### src/rtl/keypad_pkg.sv
// Shared key codes, scanner FSM states and the row/column key map for the 4x3 keypad scanner.
package keypad_pkg;

  localparam logic [3:0] KEY_0    = 4'h0;
  localparam logic [3:0] KEY_1    = 4'h1;
  localparam logic [3:0] KEY_2    = 4'h2;
  localparam logic [3:0] KEY_3    = 4'h3;
  localparam logic [3:0] KEY_4    = 4'h4;
  localparam logic [3:0] KEY_5    = 4'h5;
  localparam logic [3:0] KEY_6    = 4'h6;
  localparam logic [3:0] KEY_7    = 4'h7;
  localparam logic [3:0] KEY_8    = 4'h8;
  localparam logic [3:0] KEY_9    = 4'h9;
  localparam logic [3:0] KEY_STAR = 4'hA;
  localparam logic [3:0] KEY_HASH = 4'hB;
  localparam logic [3:0] KEY_NONE = 4'hF;

  typedef enum logic [1:0] {
    IDLE,
    PRESS_WAIT,
    HELD,
    RELEASE_WAIT
  } kp_state_e;

  // Entry row*3+col; column 0 is the one driven by COL_N=110.
  localparam logic [0:11][3:0] KEY_MAP = {
    KEY_1,    KEY_2, KEY_3,
    KEY_4,    KEY_5, KEY_6,
    KEY_7,    KEY_8, KEY_9,
    KEY_STAR, KEY_0, KEY_HASH
  };

  function automatic logic [3:0] key_at(input logic [1:0] row, input logic [1:0] col);
    logic [3:0] idx;
    idx = {2'b00, row} * 4'd3 + {2'b00, col};
    if (col == 2'd3) return KEY_NONE;
    return KEY_MAP[idx];
  endfunction

endpackage

### src/rtl/keypad_sync.sv
// Two-flop synchroniser for asynchronous inputs; resets to the inactive level.
module keypad_sync #(
  parameter int               WIDTH   = 4,
  parameter logic [WIDTH-1:0] RST_VAL = '1
) (
  input  logic             clk,
  input  logic             rst,
  input  logic [WIDTH-1:0] d,
  output logic [WIDTH-1:0] q
);

  logic [WIDTH-1:0] meta;

  // NOTE: non-blocking assignments so both stages sample the pre-edge values.
  always_ff @(posedge clk or posedge rst) begin
    if (rst) begin
      meta <= RST_VAL;
      q    <= RST_VAL;
    end else begin
      meta <= d;
      q    <= meta;
    end
  end

endmodule

### src/rtl/keypad_scan.sv
// 4x3 keypad column scanner with per-frame debounce FSM.
// Optional KEYPAD_OCTAVE_EN: '*' and '#' step a one-hot octave select instead of reporting a key.
module keypad_scan
  import keypad_pkg::*;
#(
  parameter int SCAN_CNT   = 50000,
  parameter int DEBOUNCE_N = 3
) (
  input  logic       CLK,
  input  logic       RST,
  input  logic       EN,
  input  logic [3:0] ROW_N,
  output logic [2:0] COL_N,
  output logic [3:0] KEY_CODE,
  output logic       KEY_VALID,
  output logic       KEY_PRESS,
  output logic [2:0] OCTAVE
);

  localparam int         CW   = $clog2(SCAN_CNT);
  localparam logic [3:0] DB_N = 4'(DEBOUNCE_N);

  logic [3:0]    row_sync;
  logic [CW-1:0] cyc_cnt;
  logic [1:0]    col_idx;
  logic          slot_end, frame_end;
  logic [1:0]    acc_cnt, hit_cnt;
  logic [3:0]    acc_code, hit_code, raw_code;
  kp_state_e     state, state_n;
  logic [3:0]    cand, cand_n;
  logic [3:0]    db_cnt, db_cnt_n;
  logic          accept, release_done, is_oct;

  keypad_sync #(.WIDTH(4)) u_sync (
    .clk (CLK),
    .rst (RST),
    .d   (ROW_N),
    .q   (row_sync)
  );

  assign slot_end  = (cyc_cnt == CW'(SCAN_CNT - 1));
  assign frame_end = EN && slot_end && (col_idx == 2'd2);

  // Counters sit at column 0, cycle 0 while disabled, so scanning restarts there.
  always_ff @(posedge CLK or posedge RST) begin
    if (RST) begin
      cyc_cnt <= '0;
      col_idx <= '0;
    end else if (!EN) begin
      cyc_cnt <= '0;
      col_idx <= '0;
    end else if (slot_end) begin
      cyc_cnt <= '0;
      col_idx <= (col_idx == 2'd2) ? 2'd0 : col_idx + 2'd1;
    end else begin
      cyc_cnt <= cyc_cnt + CW'(1);
    end
  end

  always_comb begin
    case (col_idx)
      2'd0:    COL_N = 3'b110;
      2'd1:    COL_N = 3'b101;
      default: COL_N = 3'b011;
    endcase
    if (!EN) COL_N = 3'b111;
  end

  // Hit count saturates at 2: anything beyond one key is simply "ambiguous".
  always_comb begin
    hit_cnt  = acc_cnt;
    hit_code = acc_code;
    for (int r = 0; r < 4; r++) begin
      if (!row_sync[r]) begin
        if (hit_cnt != 2'd2) hit_cnt = hit_cnt + 2'd1;
        hit_code = key_at(2'(r), col_idx);
      end
    end
    raw_code = (hit_cnt == 2'd1) ? hit_code : KEY_NONE;
  end

  always_ff @(posedge CLK or posedge RST) begin
    if (RST) begin
      acc_cnt  <= '0;
      acc_code <= KEY_NONE;
    end else if (!EN || frame_end) begin
      acc_cnt  <= '0;
      acc_code <= KEY_NONE;
    end else if (slot_end) begin
      acc_cnt  <= hit_cnt;
      acc_code <= hit_code;
    end
  end

  always_ff @(posedge CLK or posedge RST) begin
    if (RST) begin
      state  <= IDLE;
      cand   <= KEY_NONE;
      db_cnt <= '0;
    end else begin
      state  <= state_n;
      cand   <= cand_n;
      db_cnt <= db_cnt_n;
    end
  end

  // NOTE: every output of this block gets a default first, so no path infers a latch.
  always_comb begin
    state_n      = state;
    cand_n       = cand;
    db_cnt_n     = db_cnt;
    accept       = 1'b0;
    release_done = 1'b0;
    if (!EN) begin
      state_n  = IDLE;
      db_cnt_n = '0;
    end else if (frame_end) begin
      case (state)
        IDLE: begin
          if (raw_code != KEY_NONE) begin
            cand_n   = raw_code;
            db_cnt_n = 4'd1;
            if (DB_N == 4'd1) begin
              state_n = HELD;
              accept  = 1'b1;
            end else begin
              state_n = PRESS_WAIT;
            end
          end
        end
        PRESS_WAIT: begin
          if (raw_code == cand) begin
            db_cnt_n = db_cnt + 4'd1;
            if (db_cnt + 4'd1 == DB_N) begin
              state_n = HELD;
              accept  = 1'b1;
            end
          end else begin
            state_n  = IDLE;
            db_cnt_n = '0;
          end
        end
        HELD: begin
          if (raw_code != cand) begin
            db_cnt_n = 4'd1;
            if (DB_N == 4'd1) begin
              state_n      = IDLE;
              db_cnt_n     = '0;
              release_done = 1'b1;
            end else begin
              state_n = RELEASE_WAIT;
            end
          end
        end
        default: begin
          if (raw_code == cand) begin
            state_n = HELD;
          end else if (db_cnt + 4'd1 == DB_N) begin
            state_n      = IDLE;
            db_cnt_n     = '0;
            release_done = 1'b1;
          end else begin
            db_cnt_n = db_cnt + 4'd1;
          end
        end
      endcase
    end
  end

`ifdef KEYPAD_OCTAVE_EN
  assign is_oct = (cand_n == KEY_STAR) || (cand_n == KEY_HASH);

  always_ff @(posedge CLK or posedge RST) begin
    if (RST) begin
      OCTAVE <= 3'b001;
    end else if (EN && accept) begin
      if (cand_n == KEY_STAR && OCTAVE != 3'b001) OCTAVE <= OCTAVE >> 1;
      if (cand_n == KEY_HASH && OCTAVE != 3'b100) OCTAVE <= OCTAVE << 1;
    end
  end
`else
  assign is_oct = 1'b0;
  assign OCTAVE = 3'b001;
`endif

  always_ff @(posedge CLK or posedge RST) begin
    if (RST) begin
      KEY_CODE  <= KEY_NONE;
      KEY_VALID <= 1'b0;
      KEY_PRESS <= 1'b0;
    end else begin
      KEY_PRESS <= 1'b0;
      if (!EN) begin
        KEY_VALID <= 1'b0;
      end else if (accept && !is_oct) begin
        KEY_CODE  <= cand_n;
        KEY_VALID <= 1'b1;
        KEY_PRESS <= 1'b1;
      end else if (release_done) begin
        KEY_VALID <= 1'b0;
      end
    end
  end

endmodule

### config.mk
export PLATFORM = sky130hd
export DESIGN_NAME = keypad_scan
export DESIGN_NICKNAME = d
export VERILOG_FILES = /design/src/rtl/keypad_pkg.sv /design/src/rtl/keypad_sync.sv /design/src/rtl/keypad_scan.sv
export SDC_FILE = /design/constraint.sdc
export NUM_CORES = 1
export LEC_CHECK = 0
export ABC_CLOCK_PERIOD_IN_PS = 7700
export CORE_MARGIN = 3
export CORE_UTILIZATION = 30
export CTS_BUF_LIST = sky130_fd_sc_hd__clkbuf_8 sky130_fd_sc_hd__clkbuf_16
export CTS_CLUSTER_SIZE = 40
export DETAILED_ROUTE_END_ITERATION = 16
export GPL_TIMING_DRIVEN = 0
export PLACE_DENSITY = 0.52
export SLEW_MARGIN = 20
export SYNTH_ARGS = -nofsm -noshare
export SYNTH_HDL_FRONTEND = slang
export SYNTH_SLANG_ARGS = --single-unit
### constraint.sdc
create_clock -name CLK -period 7.7 [get_ports CLK]
set_input_delay 1.925 -clock CLK [delete_from_list [all_inputs] [get_ports CLK]]
set_output_delay 1.925 -clock CLK [all_outputs]
set_load 0.005 [all_outputs]
After elaboration in Yosys (flattened, before gate mapping)
Memory sizes are Yosys's and may differ from the RTL's.
Cells that the tools add are included.
Widths: inputs -> output; s select.
{"block": "word_totals", "register_bits": 48, "input_bits": 7, "mem_count": 4, "rom_bits": 256}
{"block": "classes", "reduce_logical": 11, "bitwise": 4, "addsub": 10, "n_eq_ne": 23, "magnitude_cmp": 4, "n_mux": 77}
{"name": "(no name shown)", "depth": 16, "width": 4, "read_ports": 1, "rd_ports_with_merged_regs": 0, "write_ports": 0, "line_no": "keypad_pkg.sv:37", "source": "return KEY_MAP[idx];"}
{"name": "(no name shown)", "depth": 16, "width": 4, "read_ports": 1, "rd_ports_with_merged_regs": 0, "write_ports": 0, "line_no": "keypad_pkg.sv:37"}
{"name": "(no name shown)", "depth": 16, "width": 4, "read_ports": 1, "rd_ports_with_merged_regs": 0, "write_ports": 0, "line_no": "keypad_pkg.sv:37"}
{"name": "(no name shown)", "depth": 16, "width": 4, "read_ports": 1, "rd_ports_with_merged_regs": 0, "write_ports": 0, "line_no": "keypad_pkg.sv:37"}
{"operator": "$mux 4", "n": 31}
{"operator": "$mux 2", "n": 21}
{"operator": "$mux 16", "n": 2}
{"operator": "$ge 5x5->1 const B", "n": 4}
{"operator": "$mux 1", "n": 19}
{"operator": "$add 16x1->16 const B", "n": 1}
{"operator": "$eq 16x16->1 const B", "n": 1}
{"operator": "$pmux 4 s3", "n": 1}
{"operator": "$add 2x1->2 const B", "n": 5}
{"operator": "$not 4->5", "n": 2}
{"operator": "$ne 2x2->1 const B", "n": 4}
{"operator": "$ne 4x4->1 const B", "n": 2}
{"operator": "$eq 2x1->1 const B", "n": 3}
{"operator": "$eq 2x2->1 const B", "n": 3}
{"operator": "$ne 3x3->1 const B", "n": 2}
{"operator": "$ne 6x1->1 const B", "n": 1}
{"operator": "$pmux 2 s3", "n": 1}
{"operator": "$pmux 3 s2", "n": 1}
{"operator": "$ne 5x2->1 const B", "n": 1}
{"operator": "$not 2->5", "n": 1}
{"operator": "$not 3->5", "n": 1}
{"operator": "$reduce_and 5->1", "n": 1}
{"operator": "$add 3x2->4 const A", "n": 1}
{"operator": "$add 4x1->4 const B", "n": 1}
{"operator": "16 further kinds", "n": 19}

Longest topological paths before layout
Gate-level depths: netlist of run 1.
{"block": "logic_depth", "word_depth": 22, "mapped_depth": 18}

Hierarchy
Synthesis of run 1 repeated with hierarchy kept, for this count alone.
{"block": "hier_totals", "hier_cells": 319, "area_unflattened_um2": 3030.4}
{"mod": "keypad_scan", "instances": 1, "cells_each": 310, "area_per_inst_um2": 2816.5}
{"mod": "keypad_sync", "instances": 1, "cells_each": 9, "area_per_inst_um2": 214.0}

Worst setup path after synthesis of run 1
No wires, ideal clock.
{"block": "synth_path", "path_kind": "input -> output", "start": "input port EN", "end": "output port COL_N[2]", "required_time_ps": 5775, "arrival_ps": 2525, "stages": 3, "path_slack_ps": 3250, "path_cell_list": "clkbuf_1 clkbuf_1 nand2_1"}
{"block": "synth_via", "elab_chain_len": 1}
{"element": "start, declared", "line_no": "keypad_scan.sv:11", "source": "input logic EN,"}
{"element": "$mux 3", "line_no": "keypad_scan.sv:66", "source": "if (!EN) COL_N = 3'b111;"}
{"element": "end, declared", "line_no": "keypad_scan.sv:13", "source": "output logic [2:0] COL_N,"}
Every way passes these cells.

Worst setup path in the final report of run 1
{"block": "layout_path", "start": "input port EN", "end": "output port COL_N[1]"}
The elaborated chain is that of the path after synthesis.

==> results of run 1 <==
==> layer usage <==
| metal | vias up | wire (µm) | track usage (%) |
|---|---|---|---|
| li1 | 1173 | - | - |
| met1 | 1142 | 3140 | 16.7 |
| met2 | 25 | 2900 | 18.7 |
| met3 | 8 | 162 | 2.00 |
| met4 | 0 | 97 | 3.33 |
| met5 | - | 0 | 0 |
==> cell usage after synthesis, types with 3 or more instances <==
| master | number | share of area (%) |
|---|---|---|
| sky130_fd_sc_hd__o21ai_1 | 3 | 0.50 |
| sky130_fd_sc_hd__nor3_1 | 8 | 1.3 |
| sky130_fd_sc_hd__nand3_1 | 13 | 2.2 |
| sky130_fd_sc_hd__xnor2_1 | 10 | 2.9 |
| sky130_fd_sc_hd__buf_2 | 3 | 0.50 |
| sky130_fd_sc_hd__nand4_1 | 3 | 0.62 |
| sky130_fd_sc_hd__o21ai_0 | 8 | 1.3 |
| sky130_fd_sc_hd__nand2_1 | 28 | 3.5 |
| sky130_fd_sc_hd__nor2b_1 | 6 | 1.2 |
| sky130_fd_sc_hd__a21o_1 | 3 | 0.75 |
| sky130_fd_sc_hd__nand2b_1 | 4 | 0.83 |
| sky130_fd_sc_hd__a31oi_1 | 4 | 0.83 |
| sky130_fd_sc_hd__o31ai_1 | 3 | 0.75 |
| sky130_fd_sc_hd__dfstp_2 | 20 | 17 |
| sky130_fd_sc_hd__and3_1 | 4 | 0.83 |
| sky130_fd_sc_hd__nor2_1 | 42 | 5.2 |
| sky130_fd_sc_hd__inv_1 | 17 | 2.1 |
| sky130_fd_sc_hd__a21oi_1 | 18 | 3.0 |
| sky130_fd_sc_hd__inv_2 | 3 | 0.37 |
| sky130_fd_sc_hd__mux2i_1 | 8 | 2.7 |
| sky130_fd_sc_hd__ha_1 | 17 | 7.0 |
| sky130_fd_sc_hd__clkbuf_1 | 7 | 0.87 |
| sky130_fd_sc_hd__o32ai_1 | 3 | 0.87 |
| sky130_fd_sc_hd__or3_1 | 5 | 1.0 |
| sky130_fd_sc_hd__dfrtp_1 | 28 | 23 |
| sky130_fd_sc_hd__buf_4 | 4 | 1.0 |
| sky130_fd_sc_hd__mux2_4 | 4 | 2.0 |
| sky130_fd_sc_hd__o211ai_1 | 3 | 0.75 |
| sky130_fd_sc_hd__xor2_1 | 9 | 2.6 |
==> per-stage QoR <==
stage	util (%)	instance area, µm²	power [mW]
after CTS	36.2	3440	0.487
after global placement	35.0	3320	0.317
after detailed placement	35.2	3340	0.319
final	36.2	3440	0.478
after floorplan	-	3020	0.302
after global routing	36.2	3440	0.503
==> state kept, by name (all words and copies together) (netlist names), 4 cells and up <==
register,count
cand,4
db_cnt,4
acc_code,4
u_sync.meta,4
KEY_CODE,4
cyc_cnt,16
u_sync.q,4
==> power by group <==
| part | switching (mW) | internal (mW) | leakage, nW | total [mW] |
|---|---|---|---|---|
| logic | 0.0339 | 0.0204 | 0.790 | 0.0543 |
| registers | 0.00173 | 0.257 | 0.598 | 0.259 |
| clock network | 0.0910 | 0.0737 | 0.0516 | 0.165 |
| total | 0.127 | 0.351 | 1.44 | 0.478 |
==> cell families (layout without fill, tap and decap cells) <==
kind of cell | after synthesis | in the layout | share of synthesized area [%]
buffers and inverters | 35 | 58 | 5.22
other | 2 | 3 | 0.249
XOR/XNOR | 19 | 19 | 5.51
AO/OA/AOI/OAI | 65 | 65 | 15.4
adder cells (fa/ha/maj) | 17 | 17 | 7.05
multiplexers | 13 | 13 | 5.02
flip-flops | 48 | 48 | 40.6
AND/OR/NAND/NOR | 128 | 128 | 20.9
==> final timing paths <==
path                                 from     endpoint  slack [ps]  cells past startpoint
setup / recovery                       EN     COL_N[1]        2500                      4
hold / removal             u_sync.meta[3]  u_sync.q[3]         360                      0
setup reg to reg               acc_cnt[0]  KEY_CODE[1]        3560                     16
hold reg to reg            u_sync.meta[3]  u_sync.q[3]         360                      0
max in group asynchronous             RST  acc_code[3]        5190                      3
min in group asynchronous             RST  cyc_cnt[10]        1930                      2
==> worst reg2reg max path, cell delays in order (launching register included) <==
cell                       delay, ps
sky130_fd_sc_hd__dfrtp_1         400
sky130_fd_sc_hd__inv_1           100
sky130_fd_sc_hd__ha_1            340
sky130_fd_sc_hd__or3_1           400
sky130_fd_sc_hd__a221oi_2        260
sky130_fd_sc_hd__xor2_1          310
sky130_fd_sc_hd__inv_2           120
sky130_fd_sc_hd__ha_1            310
sky130_fd_sc_hd__nand2b_1        180
sky130_fd_sc_hd__nor2_1          250
sky130_fd_sc_hd__nand2_1          90
sky130_fd_sc_hd__o31ai_1         150
sky130_fd_sc_hd__xnor2_1         280
sky130_fd_sc_hd__nand3_2         190
sky130_fd_sc_hd__or2_1           280
sky130_fd_sc_hd__buf_6           140
sky130_fd_sc_hd__mux2_4          290
==> area by class of cell <==
cell class                 count  area share [%]
timing repair buffer          15            4.66
clock inverter                 2           0.400
tap                          129            4.69
buffer                        15            2.40
clock buffer                   6            2.40
multi-input combinational    245            47.6
inverter                      20            2.18
sequential                    48            35.6
==> flow_summary.html, run 1 <==
<table>
<tr><th>Metric</th><th>Value</th></tr>
<tr><th colspan="2">Run status</th></tr>
<tr><td>Outcome</td><td>finished, final reports clean</td></tr>
<tr><th colspan="2">Setup path</th></tr>
<tr><td>CP bufs+invs</td><td>3</td></tr>
<tr><td>Maximum fanout count along the critical path</td><td>10</td></tr>
<tr><td>Slowest stage delay, CP</td><td>480 ps</td></tr>
<tr><td>Worst path top cell family by delay</td><td>buffers and inverters</td></tr>
<tr><td>Worst setup path class</td><td>in2out</td></tr>
<tr><td>Data required time at the worst endpoint</td><td>5780 ps</td></tr>
<tr><td>Critical path's slowest cell</td><td>sky130_fd_sc_hd__clkdlybuf4s50_1</td></tr>
<tr><td>Cell repeated most along the worst path</td><td>sky130_fd_sc_hd__clkbuf_1</td></tr>
<tr><td>Type of destination of the critical path</td><td>output pin</td></tr>
<tr><td>Startpoint class of the critical path</td><td>input port</td></tr>
<tr><td>Critical path cell sequence</td><td>clkbuf_1 -&gt; clkbuf_1 -&gt; nand2_1 -&gt; clkdlybuf4s50_1</td></tr>
<tr><td>Arr. time, crit path</td><td>3280 ps</td></tr>
<tr><th colspan="2">Clock network</th></tr>
<tr><td>Clock H-tree levels</td><td>2</td></tr>
<tr><td>Number of buffers on the longest clock path</td><td>2</td></tr>
<tr><td>Clock-pin slew on the worst setup and hold paths</td><td>90 ps</td></tr>
<tr><td>Cts bufs inserted</td><td>5</td></tr>
<tr><td>Post-CTS Setup Repair Bufs</td><td>0</td></tr>
<tr><td>TritonCTS clock tree</td><td>done</td></tr>
<tr><td>Hold-fix buffers at CTS</td><td>0</td></tr>
<tr><td>Number of resized instances in the post-cts repair step</td><td>0</td></tr>
<tr><td>Clk root buf</td><td>sky130_fd_sc_hd__clkbuf_8</td></tr>
<tr><td>Sink count of the clock tree</td><td>48</td></tr>
<tr><td>Latest clock arrival within the worst-skew pair</td><td>310 ps</td></tr>
<tr><th colspan="2">Finish</th></tr>
<tr><td>Storage element area</td><td>1230 µm²</td></tr>
<tr><td>Number of standard cells in the layout, taps in and fillers out</td><td>480</td></tr>
<tr><td>Total inserted antenna cells</td><td>0</td></tr>
<tr><td>Multi-input gate area in the final layout</td><td>1640 µm²</td></tr>
<tr><td>Layout filler cell count</td><td>1007</td></tr>
<tr><td>Synthesis-to-finish area growth</td><td>14.0%</td></tr>
<tr><td>Most common library cell in the layout ignoring fill and taps</td><td>sky130_fd_sc_hd__nor2_1</td></tr>
<tr><td>Commonest cells after routing, fill and taps aside</td><td>sky130_fd_sc_hd__nor2_1, sky130_fd_sc_hd__dfrtp_1, sky130_fd_sc_hd__nand2_1</td></tr>
<tr><td>Ratio of cells with drive above 1 in the final layout</td><td>16.0%</td></tr>
<tr><td>Nets</td><td>374</td></tr>
<tr><th colspan="2">STA</th></tr>
<tr><td>Setup slack after layout</td><td>2500 ps</td></tr>
<tr><td>Worst-margin pin slew</td><td>672 ps</td></tr>
<tr><td>Final-layout setup total negative slack</td><td>0 ps</td></tr>
<tr><td>Shortest period the worst path allows</td><td>5200 ps</td></tr>
<tr><td>Worst Clk Skew</td><td>7.91 ps</td></tr>
<tr><td>Minimum hold slack</td><td>361 ps</td></tr>
<tr><td>Crit share post-route</td><td>67.6%</td></tr>
<tr><td>Number of failing setup endpoints in the final timing report</td><td>0</td></tr>
<tr><td>Final Max Tran Viols</td><td>0</td></tr>
<tr><td>Final Hold Violating Endpoints</td><td>0</td></tr>
<tr><td>Maximum operating frequency</td><td>192 MHz</td></tr>
<tr><td>Setup repair after global routing missed its margin</td><td>false</td></tr>
<tr><td>Relative slew slack</td><td>54.6%</td></tr>
<tr><th colspan="2">Die</th></tr>
<tr><td>Number of top-level pins</td><td>19</td></tr>
<tr><td>Number of core rows</td><td>35</td></tr>
<tr><td>Overall die area</td><td>11300 µm²</td></tr>
<tr><td>Die height</td><td>106 µm</td></tr>
<tr><td>Core area</td><td>9500 µm²</td></tr>
<tr><td>Starting density of the core</td><td>31.8%</td></tr>
<tr><td>Die width</td><td>106 µm</td></tr>
<tr><th colspan="2">Drt</th></tr>
<tr><td>Length of the first detailed-routing pass in iterations</td><td>4</td></tr>
<tr><td>Total number of vias</td><td>2348</td></tr>
<tr><td>DRC violation count after routing</td><td>0</td></tr>
<tr><td>Wirelength per Cell</td><td>13.1 µm</td></tr>
<tr><td>Total Wirelength</td><td>6.30 mm</td></tr>
<tr><td>Detail-routed via count per cell</td><td>4.89</td></tr>
<tr><td>Final antenna-violating net count</td><td>0</td></tr>
<tr><td>Number of DRC markers after the initial detailed-route iteration</td><td>84</td></tr>
<tr><th colspan="2">Place</th></tr>
<tr><td>Gpl congestion</td><td>0.827</td></tr>
<tr><td>HPWL Detailed</td><td>4.67 mm</td></tr>
<tr><td>Total placed cells including tap cells</td><td>472</td></tr>
<tr><td>Worst slack at placement</td><td>2480 ps</td></tr>
<tr><td>Count of input and output buffers</td><td>14</td></tr>
<tr><th colspan="2">Power and ir drop</th></tr>
<tr><td>Static leakage</td><td>1.44 nW</td></tr>
<tr><td>IR Drop Worst-Case VDD</td><td>0.0729 mV</td></tr>
<tr><td>Pwr/cell area</td><td>139 nW/µm²</td></tr>
<tr><th colspan="2">Synth</th></tr>
<tr><td>YS warnings</td><td>0</td></tr>
<tr><td>Main flop type after synthesis</td><td>sky130_fd_sc_hd__dfrtp_1</td></tr>
<tr><td>Post-synthesis cell count</td><td>327</td></tr>
<tr><td>Sequential share of the synthesized area</td><td>40.6%</td></tr>
<tr><td>Netlist Area Pre-Place</td><td>3020 µm²</td></tr>
<tr><td>EDFF count, synth</td><td>0</td></tr>
<tr><td>Synth Register Bits</td><td>48</td></tr>
<tr><td>Avg Synthesized Cell Area</td><td>9.23 µm²</td></tr>
<tr><td>Fraction of registers with async set or reset after synthesis</td><td>100%</td></tr>
<tr><td>Post-synth cell types</td><td>61</td></tr>
<tr><th colspan="2">Min path</th></tr>
<tr><td>Hold crit path type</td><td>reg2reg</td></tr>
<tr><th colspan="2">GRT</th></tr>
<tr><td>First-pass GRT wire length</td><td>11.1 mm</td></tr>
<tr><td>GRT Util Overall</td><td>11.8%</td></tr>
<tr><td>GRT overflow</td><td>0</td></tr>
<tr><td>Vias in the first global route</td><td>2302</td></tr>
<tr><td>Initial antenna violation count</td><td>0</td></tr>
<tr><td>Maximum number of pins on one net before global-route repair</td><td>31</td></tr>
<tr><th colspan="2">Run</th></tr>
<tr><td>MaxCap Viol Count</td><td>0</td></tr>
</table>
No activity file was read; power rests on OpenSTA's default activity.
==> run 2, diff against run 1 <==
ABC_CLOCK_PERIOD_IN_PS = 4850   (was 7700)
clock period = 4.85 ns   (was 7.7 ns; I/O delays follow)
==> results of run 2 <==
The final DEF is identical to that of run 1. Status: finished, final reports clean.
Among the figures that moved: setup slack after placement 2480 ps -> 746 ps; clock-pin slew on the worst setup and hold paths 90 ps -> 100 ps; setup slack after layout 2500 ps -> 708 ps; start point of the critical path EN -> acc_cnt[0]; end point of the critical path COL_N[1] -> KEY_CODE[1]; register-to-register setup slack 3560 ps -> 710 ps; total power 0.478 mW -> 0.759 mW; worst IR drop on VDD 0.0729 mV -> 0.116 mV
==> run 3, diff against run 2 <==
ABC_CLOCK_PERIOD_IN_PS = 4400   (was 4850)
CORE_MARGIN = 5   (was 3)
CTS_CLUSTER_SIZE = 12   (was 40)
clock period = 4.4 ns   (was 4.85 ns; I/O delays follow)
==> run 3 against run 2 <==
Compared with the run above: total power grew 13%; combinational power grew 9.5%; sequential power grew 10%; largest power group unchanged; worst hold slack lost 1.1 ps; highest routed layer unchanged; non-clock buffer count is the same; final cell count grew 0.83%.
==> flow_summary.html, run 3 (synthesized netlist as in run 1, its figures left out) <==
<table>
<tr><th>Metric</th><th>Value</th></tr>
<tr><th colspan="2">Run status</th></tr>
<tr><td>Outcome</td><td>finished, final reports clean</td></tr>
<tr><th colspan="2">GRT</th></tr>
<tr><td>Vias in the first global route</td><td>2306 (+0.17%)</td></tr>
<tr><td>GRT overflow</td><td>0 (unchanged)</td></tr>
<tr><td>First-pass GRT wire length</td><td>10.8 mm (-2.7%)</td></tr>
<tr><td>Maximum number of pins on one net before global-route repair</td><td>34 (+9.7%)</td></tr>
<tr><td>Initial antenna violation count</td><td>0 (unchanged)</td></tr>
<tr><td>GRT Util Overall</td><td>11.0% (-0.84 points)</td></tr>
<tr><th colspan="2">Setup path</th></tr>
<tr><td>Worst R2R Start</td><td>acc_cnt[0]</td></tr>
<tr><td>Data required time at the worst endpoint</td><td>4640 ps</td></tr>
<tr><td>Cell repeated most along the worst path</td><td>sky130_fd_sc_hd__ha_1</td></tr>
<tr><td>Worst setup path class</td><td>reg2reg</td></tr>
<tr><td>Arr. time, crit path</td><td>4380 ps</td></tr>
<tr><td>Worst R2R Setup Slack</td><td>250 ps</td></tr>
<tr><td>Type of destination of the critical path</td><td>flip-flop</td></tr>
<tr><td>Maximum fanout count along the critical path</td><td>6</td></tr>
<tr><td>Slowest stage delay, CP</td><td>410 ps</td></tr>
<tr><td>Critical path's slowest cell</td><td>sky130_fd_sc_hd__dfrtp_1</td></tr>
<tr><td>Critical path cell sequence</td><td>inv_1 -&gt; ha_1 -&gt; or3_1 -&gt; a221oi_2 -&gt; xor2_1 -&gt; inv_2 -&gt; ha_1 -&gt; nand2b_1 -&gt; nor2_1 -&gt; nand2_1 -&gt; o31ai_1 -&gt; xnor2_1 -&gt; nand3_2 -&gt; or2_1 -&gt; buf_6 -&gt; mux2_4</td></tr>
<tr><td>Path depth of the worst reg2reg path</td><td>16 (unchanged)</td></tr>
<tr><td>Endpoint of the worst register-to-register path</td><td>KEY_CODE[3]</td></tr>
<tr><td>Startpoint class of the critical path</td><td>flip-flop</td></tr>
<tr><th colspan="2">Min path</th></tr>
<tr><td>Hold Path Sink</td><td>u_sync.q[2]</td></tr>
<tr><td>Start point of the worst min-delay path</td><td>u_sync.meta[2]</td></tr>
<tr><td>Hold crit path type</td><td>reg2reg</td></tr>
<tr><td>Number of cells on the worst hold path</td><td>0 (unchanged)</td></tr>
<tr><th colspan="2">Power and ir drop</th></tr>
<tr><td>IR Drop Worst-Case VDD</td><td>0.0974 mV</td></tr>
<tr><td>Static leakage</td><td>1.44 nW (about the same)</td></tr>
<tr><td>Cell internal power dissipation</td><td>0.635 mW</td></tr>
<tr><td>Share of power burned in the clock network</td><td>35.9% (+1.5 points)</td></tr>
<tr><td>Switching power</td><td>0.220 mW</td></tr>
<tr><td>Pwr/cell area</td><td>247 nW/µm²</td></tr>
<tr><td>Total power of the final layout</td><td>0.855 mW</td></tr>
<tr><td>Net Sw Frac</td><td>25.8%</td></tr>
<tr><td>Sequential cell fraction of total power</td><td>53.0% (-1.2 points)</td></tr>
<tr><td>Share of power burned in combinational logic</td><td>11.1% (-0.3 points)</td></tr>
<tr><th colspan="2">Finish</th></tr>
<tr><td>Most common library cell in the layout ignoring fill and taps</td><td>sky130_fd_sc_hd__nor2_1</td></tr>
<tr><td>Final core area utilization</td><td>35.4% (-0.81 points)</td></tr>
<tr><td>Nets</td><td>374 (unchanged)</td></tr>
<tr><td>Synthesis-to-finish area growth</td><td>14.6%</td></tr>
<tr><td>Commonest cells after routing, fill and taps aside</td><td>sky130_fd_sc_hd__nor2_1, sky130_fd_sc_hd__dfrtp_1, sky130_fd_sc_hd__nand2_1</td></tr>
<tr><td>Ratio of cells with drive above 1 in the final layout</td><td>16.0% (unchanged)</td></tr>
<tr><td>Total inserted antenna cells</td><td>0 (unchanged)</td></tr>
<tr><td>Number of flip-flops in the largest register</td><td>16 (unchanged)</td></tr>
<tr><td>Reg with most FFs</td><td>cyc_cnt</td></tr>
<tr><th colspan="2">STA</th></tr>
<tr><td>Final Hold Violating Endpoints</td><td>0 (unchanged)</td></tr>
<tr><td>Final-layout setup total negative slack</td><td>0 ps (unchanged)</td></tr>
<tr><td>Final Max Tran Viols</td><td>0 (unchanged)</td></tr>
<tr><td>Number of failing setup endpoints in the final timing report</td><td>0 (unchanged)</td></tr>
<tr><td>Worst Clk Skew</td><td>7.32 ps (-0.590 ps)</td></tr>
<tr><td>Setup repair after global routing missed its margin</td><td>false</td></tr>
<tr><td>Worst-margin pin slew</td><td>659 ps (-12.9 ps)</td></tr>
<tr><td>Crit share post-route</td><td>94.2%</td></tr>
<tr><td>Maximum operating frequency</td><td>241 MHz</td></tr>
<tr><td>Relative slew slack</td><td>55.5% (+0.87 points)</td></tr>
<tr><td>Setup slack after layout</td><td>255 ps</td></tr>
<tr><td>Shortest period the worst path allows</td><td>4150 ps</td></tr>
<tr><th colspan="2">Clock network</th></tr>
<tr><td>Number of buffers on the longest clock path</td><td>2 (unchanged)</td></tr>
<tr><td>TritonCTS clock tree</td><td>done</td></tr>
<tr><td>Clock H-tree levels</td><td>2 (unchanged)</td></tr>
<tr><td>Sink count of the clock tree</td><td>48 (unchanged)</td></tr>
<tr><td>Number of resized instances in the post-cts repair step</td><td>0 (unchanged)</td></tr>
<tr><td>Cts bufs inserted</td><td>5 (unchanged)</td></tr>
<tr><td>Post-CTS Setup Repair Bufs</td><td>0 (unchanged)</td></tr>
<tr><td>Clk root buf</td><td>sky130_fd_sc_hd__clkbuf_8</td></tr>
<tr><td>Latest clock arrival within the worst-skew pair</td><td>300 ps (about the same)</td></tr>
<tr><td>Hold-fix buffers at CTS</td><td>0 (unchanged)</td></tr>
<tr><td>Clock-pin slew on the worst setup and hold paths</td><td>100 ps</td></tr>
<tr><th colspan="2">Drt</th></tr>
<tr><td>Number of DRC markers after the initial detailed-route iteration</td><td>58 (-31%)</td></tr>
<tr><td>Length of the first detailed-routing pass in iterations</td><td>4 (unchanged)</td></tr>
<tr><td>Total Wirelength</td><td>6.23 mm (-1.1%)</td></tr>
<tr><td>DRC violation count after routing</td><td>0 (unchanged)</td></tr>
<tr><td>Final antenna-violating net count</td><td>0 (unchanged)</td></tr>
<tr><td>Total number of vias</td><td>2343 (-0.21%)</td></tr>
<tr><td>Wirelength per Cell</td><td>12.9 µm (-1.9%)</td></tr>
<tr><td>Detail-routed via count per cell</td><td>4.84 (-1.0%)</td></tr>
<tr><th colspan="2">Place</th></tr>
<tr><td>HPWL Detailed</td><td>4.72 mm (+1.0%)</td></tr>
<tr><td>Count of input and output buffers</td><td>14 (unchanged)</td></tr>
<tr><td>Worst slack at placement</td><td>288 ps</td></tr>
<tr><td>Gpl congestion</td><td>0.804 (-2.8%)</td></tr>
<tr><th colspan="2">Die</th></tr>
<tr><td>Overall die area</td><td>12200 µm² (+7.7%)</td></tr>
<tr><td>Number of core rows</td><td>36 (+2.9%)</td></tr>
<tr><td>Core area</td><td>9770 µm² (+2.9%)</td></tr>
<tr><td>Die height</td><td>110 µm (+3.8%)</td></tr>
<tr><td>Number of top-level pins</td><td>19 (unchanged)</td></tr>
<tr><td>Starting density of the core</td><td>30.9% (-0.88 points)</td></tr>
<tr><td>Die width</td><td>110 µm (+3.8%)</td></tr>
<tr><th colspan="2">Run</th></tr>
<tr><td>MaxCap Viol Count</td><td>0 (unchanged)</td></tr>
</table>
## run 3: how the worst max path moves through the flow
stage,start,to
2_1_floorplan,acc_cnt[1],KEY_CODE[0]
3_3_place_gp,acc_cnt[1],KEY_CODE[0]
3_5_place_dp,acc_cnt[0],KEY_CODE[3]
4_1_cts,acc_cnt[0],KEY_CODE[3]
5_1_grt,acc_cnt[0],KEY_CODE[3]
6_report,acc_cnt[0],KEY_CODE[3]
## run 3: cell type report
| class | instances | area (µm²) |
|---|---|---|
| Buffer | 15 | 82.6 |
| Clock buffer | 6 | 93.8 |
| Clock inverter | 2 | 16.3 |
| Fill cell | 1022 | 6320 |
| Inverter | 20 | 75.1 |
| Multi-Input combinational cell | 245 | 1640 |
| Sequential cell | 48 | 1230 |
| Tap cell | 133 | 166 |
| Timing Repair Buffer | 15 | 160 |
## run 3: per-layer routing
metal,wire length (µm),global-route usage [%],part of all wire [%],vias up
li1,-,-,-,1175
met1,2890,14.0,46,1126
met2,3070,18.6,49,30
met3,118,1.92,1.9,12
met4,153,4.13,2.5,0
met5,0,0,0,-
## run 3: metrics by stage
step                      instances  hold WS (ps)  cell area, µm²
after floorplan                 328           345            3020
after global placement          475           346            3330
after detailed placement        476           347            3350
after CTS                       484           362            3460
after global routing            484           365            3460
final                           484           360            3460
## run 3: power by group through the flow
stage	clock, mW	sequential, mW	combinational, mW
after detailed placement	0	0.461	0.0957
final	0.307	0.453	0.0945
after global routing	0.342	0.454	0.106
after CTS	0.322	0.453	0.0962
after floorplan	0	0.460	0.0688
after global placement	0	0.461	0.0923
## run 3: critical path, delay by kind of cell (launching register included)
family                     cells  cell delay [ps]
and+or+nand+nor                6             1380
adders and majority gates      2              640
xor gates and xnor gates       2              580
DFF                            1              410
AOI/OAI and AO/OA              2              400
buffers and inverters          3              370
muxes                          1              290
